**config.mk**
```make
export PLATFORM = sky130hd
export DESIGN_NAME = adc_spi_frame_sequencer
export DESIGN_NICKNAME = d
export VERILOG_FILES = /design/src/rtl/adc_spi_frame_sequencer.sv
export SDC_FILE = /design/constraint.sdc
export NUM_CORES = 1
export LEC_CHECK = 0
export BUFFER_PORTS_ARGS = -buffer_cell sky130_fd_sc_hd__buf_2
export CAP_MARGIN = 25
export CORE_UTILIZATION = 54
export CTS_CLUSTER_DIAMETER = 80
export DETAILED_ROUTE_END_ITERATION = 10
export GPL_TIMING_DRIVEN = 0
export PLACE_DENSITY = 0.84
export SETUP_SLACK_MARGIN = 0.1
export SLEW_MARGIN = 10
export SYNTH_ARGS = -nofsm -noshare
export SYNTH_HDL_FRONTEND = slang
export SYNTH_SLANG_ARGS = --single-unit
```
**constraint.sdc**
```tcl
create_clock -name io_clk -period 3.65 [get_ports io_clk]
set_clock_uncertainty 0.05 [all_clocks]
set_input_delay 0.1825 -clock io_clk [delete_from_list [all_inputs] [get_ports io_clk]]
set_output_delay 0.1825 -clock io_clk [all_outputs]
set_load 0.02 [all_outputs]
```
**src/rtl/adc_spi_frame_sequencer.sv**
```systemverilog
// Master-side SPI frame engine for the serial ADC (io_clk domain).
// Drives sck_o/cs_n_o from flops, shifts one FRAME_BITS frame MSB first,
// and presents the low DW bits with a one-cycle valid and leading-bit error flag.
module adc_spi_frame_sequencer #(
    parameter int FRAME_BITS   = 14,
    parameter int DW           = 12,
    parameter int CS_SETUP_CYC = 1,
    parameter int QUIET_CYC    = 2
) (
    input  logic          io_clk,
    input  logic          rst,
    input  logic          en,
    input  logic          sdata,
    output logic          sck_o,
    output logic          cs_n_o,
    output logic [DW-1:0] data_o,
    output logic          valid_o,
    output logic          frame_err_o
);

    localparam int BW = (FRAME_BITS > 1) ? $clog2(FRAME_BITS) : 1;
    localparam int SW = (CS_SETUP_CYC > 1) ? $clog2(CS_SETUP_CYC) : 1;
    localparam int QW = (QUIET_CYC > 1) ? $clog2(QUIET_CYC) : 1;

    localparam logic [BW-1:0] BIT_LAST   = BW'(FRAME_BITS - 1);
    localparam logic [SW-1:0] SETUP_LAST = SW'(CS_SETUP_CYC - 1);
    localparam logic [QW-1:0] QUIET_LAST = QW'(QUIET_CYC - 1);

    typedef enum logic [1:0] {
        IDLE,
        SETUP,
        SHIFT,
        QUIET
    } state_t;

    state_t                state, state_nxt;
    logic [BW-1:0]         bit_cnt, bit_cnt_nxt;
    logic                  phase, phase_nxt;
    logic [SW-1:0]         setup_cnt, setup_cnt_nxt;
    logic [QW-1:0]         quiet_cnt, quiet_cnt_nxt;
    logic [FRAME_BITS-1:0] shreg;
    logic                  sck_nxt;
    logic                  cs_n_nxt;
    logic                  shift_en;
    logic                  load_out;

    // Next-state, counter and pin-level decode; pins are registered from these values
    always_comb begin
        state_nxt     = state;
        bit_cnt_nxt   = bit_cnt;
        phase_nxt     = phase;
        setup_cnt_nxt = setup_cnt;
        quiet_cnt_nxt = quiet_cnt;
        sck_nxt       = 1'b1;
        cs_n_nxt      = 1'b1;
        shift_en      = 1'b0;
        load_out      = 1'b0;

        case (state)
            IDLE: begin
                if (en) begin
                    state_nxt     = SETUP;
                    setup_cnt_nxt = '0;
                    cs_n_nxt      = 1'b0;
                end
            end

            SETUP: begin
                cs_n_nxt = 1'b0;
                if (setup_cnt == SETUP_LAST) begin
                    state_nxt   = SHIFT;
                    bit_cnt_nxt = '0;
                    phase_nxt   = 1'b0;
                    sck_nxt     = 1'b0;
                end else begin
                    setup_cnt_nxt = setup_cnt + SW'(1);
                end
            end

            SHIFT: begin
                cs_n_nxt = 1'b0;
                if (!phase) begin
                    // sck rising edge: the ADC bit is captured here
                    phase_nxt = 1'b1;
                    sck_nxt   = 1'b1;
                    shift_en  = 1'b1;
                end else if (bit_cnt == BIT_LAST) begin
                    state_nxt     = QUIET;
                    quiet_cnt_nxt = '0;
                    cs_n_nxt      = 1'b1;
                    load_out      = 1'b1;
                end else begin
                    bit_cnt_nxt = bit_cnt + BW'(1);
                    phase_nxt   = 1'b0;
                    sck_nxt     = 1'b0;
                end
            end

            QUIET: begin
                if (quiet_cnt == QUIET_LAST) begin
                    if (en) begin
                        state_nxt     = SETUP;
                        setup_cnt_nxt = '0;
                        cs_n_nxt      = 1'b0;
                    end else begin
                        state_nxt = IDLE;
                    end
                end else begin
                    quiet_cnt_nxt = quiet_cnt + QW'(1);
                end
            end

            default: begin
                state_nxt = IDLE;
            end
        endcase
    end

    // State, counters and registered SPI pins
    always_ff @(posedge io_clk or posedge rst) begin
        if (rst) begin
            state     <= IDLE;
            bit_cnt   <= '0;
            phase     <= 1'b0;
            setup_cnt <= '0;
            quiet_cnt <= '0;
            sck_o     <= 1'b1;
            cs_n_o    <= 1'b1;
        end else begin
            state     <= state_nxt;
            bit_cnt   <= bit_cnt_nxt;
            phase     <= phase_nxt;
            setup_cnt <= setup_cnt_nxt;
            quiet_cnt <= quiet_cnt_nxt;
            sck_o     <= sck_nxt;
            cs_n_o    <= cs_n_nxt;
        end
    end

    // Serial capture shift register, MSB of the frame arrives first
    always_ff @(posedge io_clk or posedge rst) begin
        if (rst) begin
            shreg <= '0;
        end else if (shift_en) begin
            shreg <= {shreg[FRAME_BITS-2:0], sdata};
        end
    end

    // Output word, valid pulse and leading-bit check on entry to QUIET
    always_ff @(posedge io_clk or posedge rst) begin
        if (rst) begin
            data_o      <= '0;
            valid_o     <= 1'b0;
            frame_err_o <= 1'b0;
        end else begin
            valid_o     <= load_out;
            frame_err_o <= load_out & (|shreg[FRAME_BITS-1:DW]);
            if (load_out) begin
                data_o <= shreg[DW-1:0];
            end
        end
    end

endmodule

```
==> results of run 1 <==
cell usage after synthesis (2+ instances only):
cell type | count | area share
mux2_4 | 6 | 0.054
ha_1 | 7 | 0.052
dfrtp_1 | 36 | 0.54
a31oi_1 | 2 | 0.0075
buf_4 | 2 | 0.0090
nor2_1 | 4 | 0.0090
nor3_1 | 3 | 0.0090
nand2_1 | 5 | 0.011
a21o_1 | 2 | 0.0090
dfstp_2 | 2 | 0.031
nor2b_1 | 3 | 0.011
inv_1 | 6 | 0.013
mux2_2 | 21 | 0.14
worst reg2reg max path: stages, from the launching register on:
cell     delay, ns
dfrtp_1       0.41
inv_1         0.11
ha_1          0.23
buf_4         0.18
nand2_1       0.19
buf_4         0.24
mux2_2        0.36
state kept, by name, indices dropped and copies added (netlist names):
register	flops
data_o	12
state	2
valid_o	1
phase	1
bit_cnt	4
sck_o	1
frame_err_o	1
shreg	14
cs_n_o	1
quiet_cnt	1
routing by layer:
metal | part of all wire | up-vias
li1 | - | 473
met3 | 0.044 | 7
met1 | 0.41 | 509
met4 | 0.018 | 0
met2 | 0.53 | 26
met5 | 0 | -
per-stage QoR:
step,cells,instance area (um^2)
6_report,176,1930
5_1_grt,176,1930
4_1_cts,176,1930
3_5_place_dp,167,1810
3_3_place_gp,167,1810
2_1_floorplan,117,1670
layout make-up:
cell class,instances,area [um^2]
clock buffers,6,51.3
fillers,211,925
clock inverters,2,60.1
multi-input cells,70,667
flip-flops and latches,38,953
plain buffers,3,30.0
repair buffers,20,105
well taps,31,38.8
inverters,6,22.5
path summary, 6_finish.rpt:
check / from / endpoint / slack, ns / cells after the start
max: state[0] / shreg[4] / 1.79 / 6
min: sdata / shreg[0] / 0.04 / 2
max reg2reg: state[0] / shreg[4] / 1.79 / 6
min reg2reg: data_o[2] / data_o[2] / 0.47 / 1
max in group asynchronous: rst / shreg[4] / 2.60 / 3
min in group asynchronous: rst / frame_err_o / 0.47 / 3
kinds of logic (layout without fill, tap and decap cells):
kind of cell,count (synthesis),count (layout)
AND/OR/NAND/NOR,21,21
flip-flops,38,38
adder cells (fa/ha/maj),7,7
multiplexers,27,27
AO/OA/AOI/OAI,15,15
buffers and inverters,9,37
where the power goes:
group / leakage, nW / internal, mW / switching, mW
registers: 0.493 / 0.529 / 0.0798
logic: 0.446 / 0.204 / 0.184
clock network: 0.0585 / 0.232 / 0.132
repair_timing:
action                                 CTS  global route
hold buffers                             1             0
endpoints found under the hold margin   36             0
setup endpoints to repair                0             0
resized for setup                        0             0
setup buffers                            0             0
==> impl_metrics.env, run 1 <==
export IMPL_status="completed"
export IMPL_synthCells=117
export IMPL_pin_count=20
export IMPL_vias=1015
export IMPL_start_kind="register"
export IMPL_synth_fa_ha_area_frac=0.0524
export IMPL_synth_xor_area_frac=0
export IMPL_ys_ff_latch=38
export IMPL_slew_headroom=0.490
export IMPL_fin_crit_ns=1.86
export IMPL_syn_to_final_growth_pct=15.3
export IMPL_wl_um=2810
export IMPL_syn_nets=128
export IMPL_cpPeakStageDelay_ns=0.41
export IMPL_clock_latency_ns=0.34
export IMPL_port_buffers=19
export IMPL_synth_compound_area_share=0.0770
export IMPL_setup_tns_ns=0
export IMPL_final_cell_mix="dfrtp_1, mux2_2, buf_2"
export IMPL_yosys_area_share_simple=0.0740
export IMPL_cts_root_buf="clkbuf_4"
export IMPL_rows=19
export IMPL_leakage_nw=0.998
export IMPL_grt_pass1_vias=1089
export IMPL_crit_type="reg -> reg"
export IMPL_antenna_cells=0
export IMPL_grt_util_met1=0.228
export IMPL_synthArstFlopShare=1.00
export IMPL_use_met2=0.364
export IMPL_synthMuxAreaShare=0.195
export IMPL_max_cap_violations=0
export IMPL_worstPathArrival_ns=2.03
export IMPL_path_cells="inv_1, ha_1, buf_4, nand2_1, buf_4, mux2_2"
export IMPL_synth_top_family_by_area="multiplexers"
export IMPL_post_route_util=0.676
export IMPL_cp_slowest_cell="dfrtp_1"
export IMPL_cts_clk_slew_worst_paths_ns=0.10
export IMPL_die_y_um=57.7
export IMPL_htreeDepth=2
export IMPL_grt_max_degree=39
export IMPL_worst_hold_slack_ns=0.0420
export IMPL_numClockSinks=38
export IMPL_hold_viol=0
export IMPL_gp_congestion=0.776
export IMPL_cp_top_family="buffers and inverters"
export IMPL_slew_violations=0
export IMPL_max_freq_mhz=539
export IMPL_rsz0062_at_grt="no"
export IMPL_cp_max_fo=10
export IMPL_seq_area_frac_synth=0.570
export IMPL_start_util=0.586
export IMPL_drt_iter0_markers=21
export IMPL_syn_avg_cell_area_um2=14.3
export IMPL_die_area_um2=3320
export IMPL_drtPass1Iterations=4
export IMPL_nNetsFinal=155
export IMPL_busiest_layer="met2"
export IMPL_routedWlPerCell_um=16.0
export IMPL_drive_gt1_frac=0.469
export IMPL_worst_path_buf_inv=3
export IMPL_die_w_um=57.7
export IMPL_ant_nets=0
export IMPL_cp_end_kind="register"
export IMPL_critPathRequiredTime_ns=3.83
export IMPL_grt_pass1_wl_um=4950
export IMPL_drc=0
export IMPL_synth_edf_count=0
export IMPL_cts_tree="done"
export IMPL_antenna_found_initial=0
export IMPL_tightest_slew_ns=0.763
export IMPL_clockBufferDepth=2
export IMPL_place_ws_ns=1.81
export IMPL_grt_use_met3=0.0670
export IMPL_hold_class="in -> reg"
export IMPL_gr_total_overflow=0
export IMPL_numCtsBuffers=5
export IMPL_routed_via_density=5.77
export IMPL_synth_area_um2=1670
export IMPL_fin_total_pwr_mw=1.36
export IMPL_track_usage=0.203
export IMPL_yosys_warnings=0
export IMPL_worst_slack_ns=1.79
export IMPL_powerDensity_nw_per_um2=706
export IMPL_final_common_cell="dfrtp_1"
export IMPL_finalSetupViolations=0
export IMPL_core_um2=2850
export IMPL_vdd_ir_drop_worst_v=0.000386
export IMPL_ys_flop_type="dfrtp_1"
export IMPL_synth_cell_types=31
export IMPL_hpwlAfterDp_um=2060
export IMPL_path_common_cell="buf_4"
export IMPL_fin_crit_sh=0.508
Note: power is estimated with default switching activity, not from simulation.
==> inputs of run 2 (changes only) <==
CORE_UTILIZATION = 51   (was 54)
PLACE_DENSITY = 0.83   (was 0.84)
clock period = 1.6 ns   (was 3.65 ns; I/O delays follow)
==> impl_metrics.env, run 2 (synthesis results as in run 1) <==
export IMPL_slew_violations=0
export IMPL_cts_tree="done"
export IMPL_crit_type="reg -> reg"
export IMPL_hold_class="in -> async"
export IMPL_die_area_um2=3510
export IMPL_status="finished with violations"
export IMPL_rrSetupSlack_ns=-0.06
export IMPL_vdd_ir_drop_worst_v=0.000876
export IMPL_finalSetupViolations=10
export IMPL_post_route_util=0.709
export IMPL_numClockSinks=38
export IMPL_leakage_nw=1.08
export IMPL_grt_pass1_vias=1108
export IMPL_powerDensity_nw_per_um2=1550
export IMPL_cpPeakStageDelay_ns=0.43
export IMPL_port_buffers=19
export IMPL_ant_nets=0
export IMPL_track_usage=0.213
export IMPL_largest_reg_flops=14
export IMPL_gr_total_overflow=0
export IMPL_tightest_slew_ns=0.758
export IMPL_drc=0
export IMPL_die_w_um=59.3
export IMPL_hpwlAfterDp_um=1920
export IMPL_fin_crit_ns=1.66
export IMPL_htreeDepth=2
export IMPL_wl_um=3210
export IMPL_hold_viol=0
export IMPL_r2r_start="state[0]"
export IMPL_pin_count=20
export IMPL_clockBufferDepth=2
export IMPL_drt_iter0_markers=29
export IMPL_syn_to_final_growth_pct=30.4
export IMPL_fillers=211
export IMPL_final_common_cell="dfrtp_1"
export IMPL_cp_max_fo=7
export IMPL_drtPass1Iterations=4
export IMPL_cts_clk_slew_worst_paths_ns=0.13
export IMPL_clock_latency_ns=0.36
export IMPL_cts_root_buf="clkbuf_4"
export IMPL_top_register="shreg"
export IMPL_max_cap_violations=0
export IMPL_grt_max_degree=39
export IMPL_cp_end_kind="register"
export IMPL_routed_via_density=5.33
export IMPL_setup_tns_ns=-0.503
export IMPL_reg_top3="shreg: 14 flops, data_o: 12 flops, bit_cnt: 4 flops"
export IMPL_critPathRequiredTime_ns=1.79
export IMPL_fin_total_pwr_mw=3.39
export IMPL_place_ws_ns=-0.0918
export IMPL_die_y_um=59.3
export IMPL_cp_slowest_cell="dfrtp_1"
export IMPL_antenna_found_initial=0
export IMPL_worstPathArrival_ns=1.86
export IMPL_start_kind="register"
export IMPL_fin_crit_sh=1.04
export IMPL_ff2ff_path_depth=6
export IMPL_gp_congestion=0.767
export IMPL_grt_pass1_wl_um=5200
export IMPL_final_cell_mix="dfrtp_1, mux2_2, buf_2"
export IMPL_rsz0062_at_grt="yes"
export IMPL_rows=20
export IMPL_routedWlPerCell_um=15.9
export IMPL_nNetsFinal=168
export IMPL_max_freq_mhz=601
export IMPL_numCtsBuffers=5
export IMPL_antenna_cells=0
export IMPL_core_um2=3080
export IMPL_path_cells="inv_2, ha_4, nand2_4, nor2_4, buf_4, mux2_2"
export IMPL_slew_headroom=0.494
export IMPL_start_util=0.543
export IMPL_worst_slack_ns=-0.0631
export IMPL_drive_gt1_frac=0.601
export IMPL_violations="setup timing"
export IMPL_rr_endpoint="data_o[11]"
export IMPL_vias=1077
export IMPL_worst_hold_slack_ns=0.338
-- run 2: changes by cell type in the layout (fill, tap and decap cells not counted), sizes merged --
cell	previous run	this run
buf	22	32
clkinvlp	0	2
dlygate4sd3	1	3
bufinv	2	1
-- run 2: how the worst max path moves through the flow --
stage	from	end	slack [ns]	depth (start not counted)
final	state[0]	data_o[11]	-0.06	6
after global routing	state[0]	data_o[4]	-0.09	6
after CTS	bit_cnt[1]	data_o[4]	-0.007	6
after detailed placement	state[0]	data_o[4]	-0.09	6
after global placement	state[0]	data_o[4]	-0.05	6
after floorplan	state[0]	data_o[0]	0.06	6
-- run 2: stage by stage --
stage,cells,area (um^2)
3_5_place_dp,180,1870
3_3_place_gp,180,1870
2_1_floorplan,117,1720
5_1_grt,202,2180
6_report,202,2180
4_1_cts,199,2110
-- run 2: power by group --
group / leakage (nW) / switching [mW] / internal [mW] / total [mW]
registers: 0.491 / 0.187 / 1.21 / 1.40
clock network: 0.0374 / 0.337 / 0.328 / 0.665
logic: 0.553 / 0.589 / 0.737 / 1.33
-- run 2: area by class of cell --
class | instances | area [um^2] | share of cell area
buffer | 3 | 41.3 | 0.0189
clock buffer | 5 | 37.5 | 0.0172
clock inverter | 3 | 45.0 | 0.0207
inverter | 6 | 22.5 | 0.0103
multi-input combinational | 70 | 791 | 0.363
sequential | 38 | 956 | 0.438
tap | 44 | 55.1 | 0.0252
timing repair buffer | 33 | 233 | 0.107
-- run 2: critical path: cells and delay by family, from the launching register on --
family                   cells  cell delay (ns)
buffers and inverters        2             0.28
multiplexers                 1             0.31
adder cells (fa/ha/maj)      1             0.17
AND/OR/NAND/NOR              2             0.31
flip-flops                   1             0.43
-- run 2: repair_timing --
action                                  in CTS  in global routing
gates cloned                                 0                  1
pin swaps                                    6                  4
setup buffers                                8                  2
endpoints found under the setup margin      32                 31
hold buffers                                 3                  0
gates resized for setup                     15                  7
endpoints found under the hold margin       38                  0
-- run 2: layer usage --
| metal | GRT usage | wire (um) | up-vias |
|---|---|---|---|
| li1 | - | - | 502 |
| met1 | 0.255 | 1430 | 537 |
| met2 | 0.331 | 1520 | 26 |
| met3 | 0.0742 | 143 | 12 |
| met4 | 0.126 | 110 | 0 |
| met5 | 0 | 0 | - |
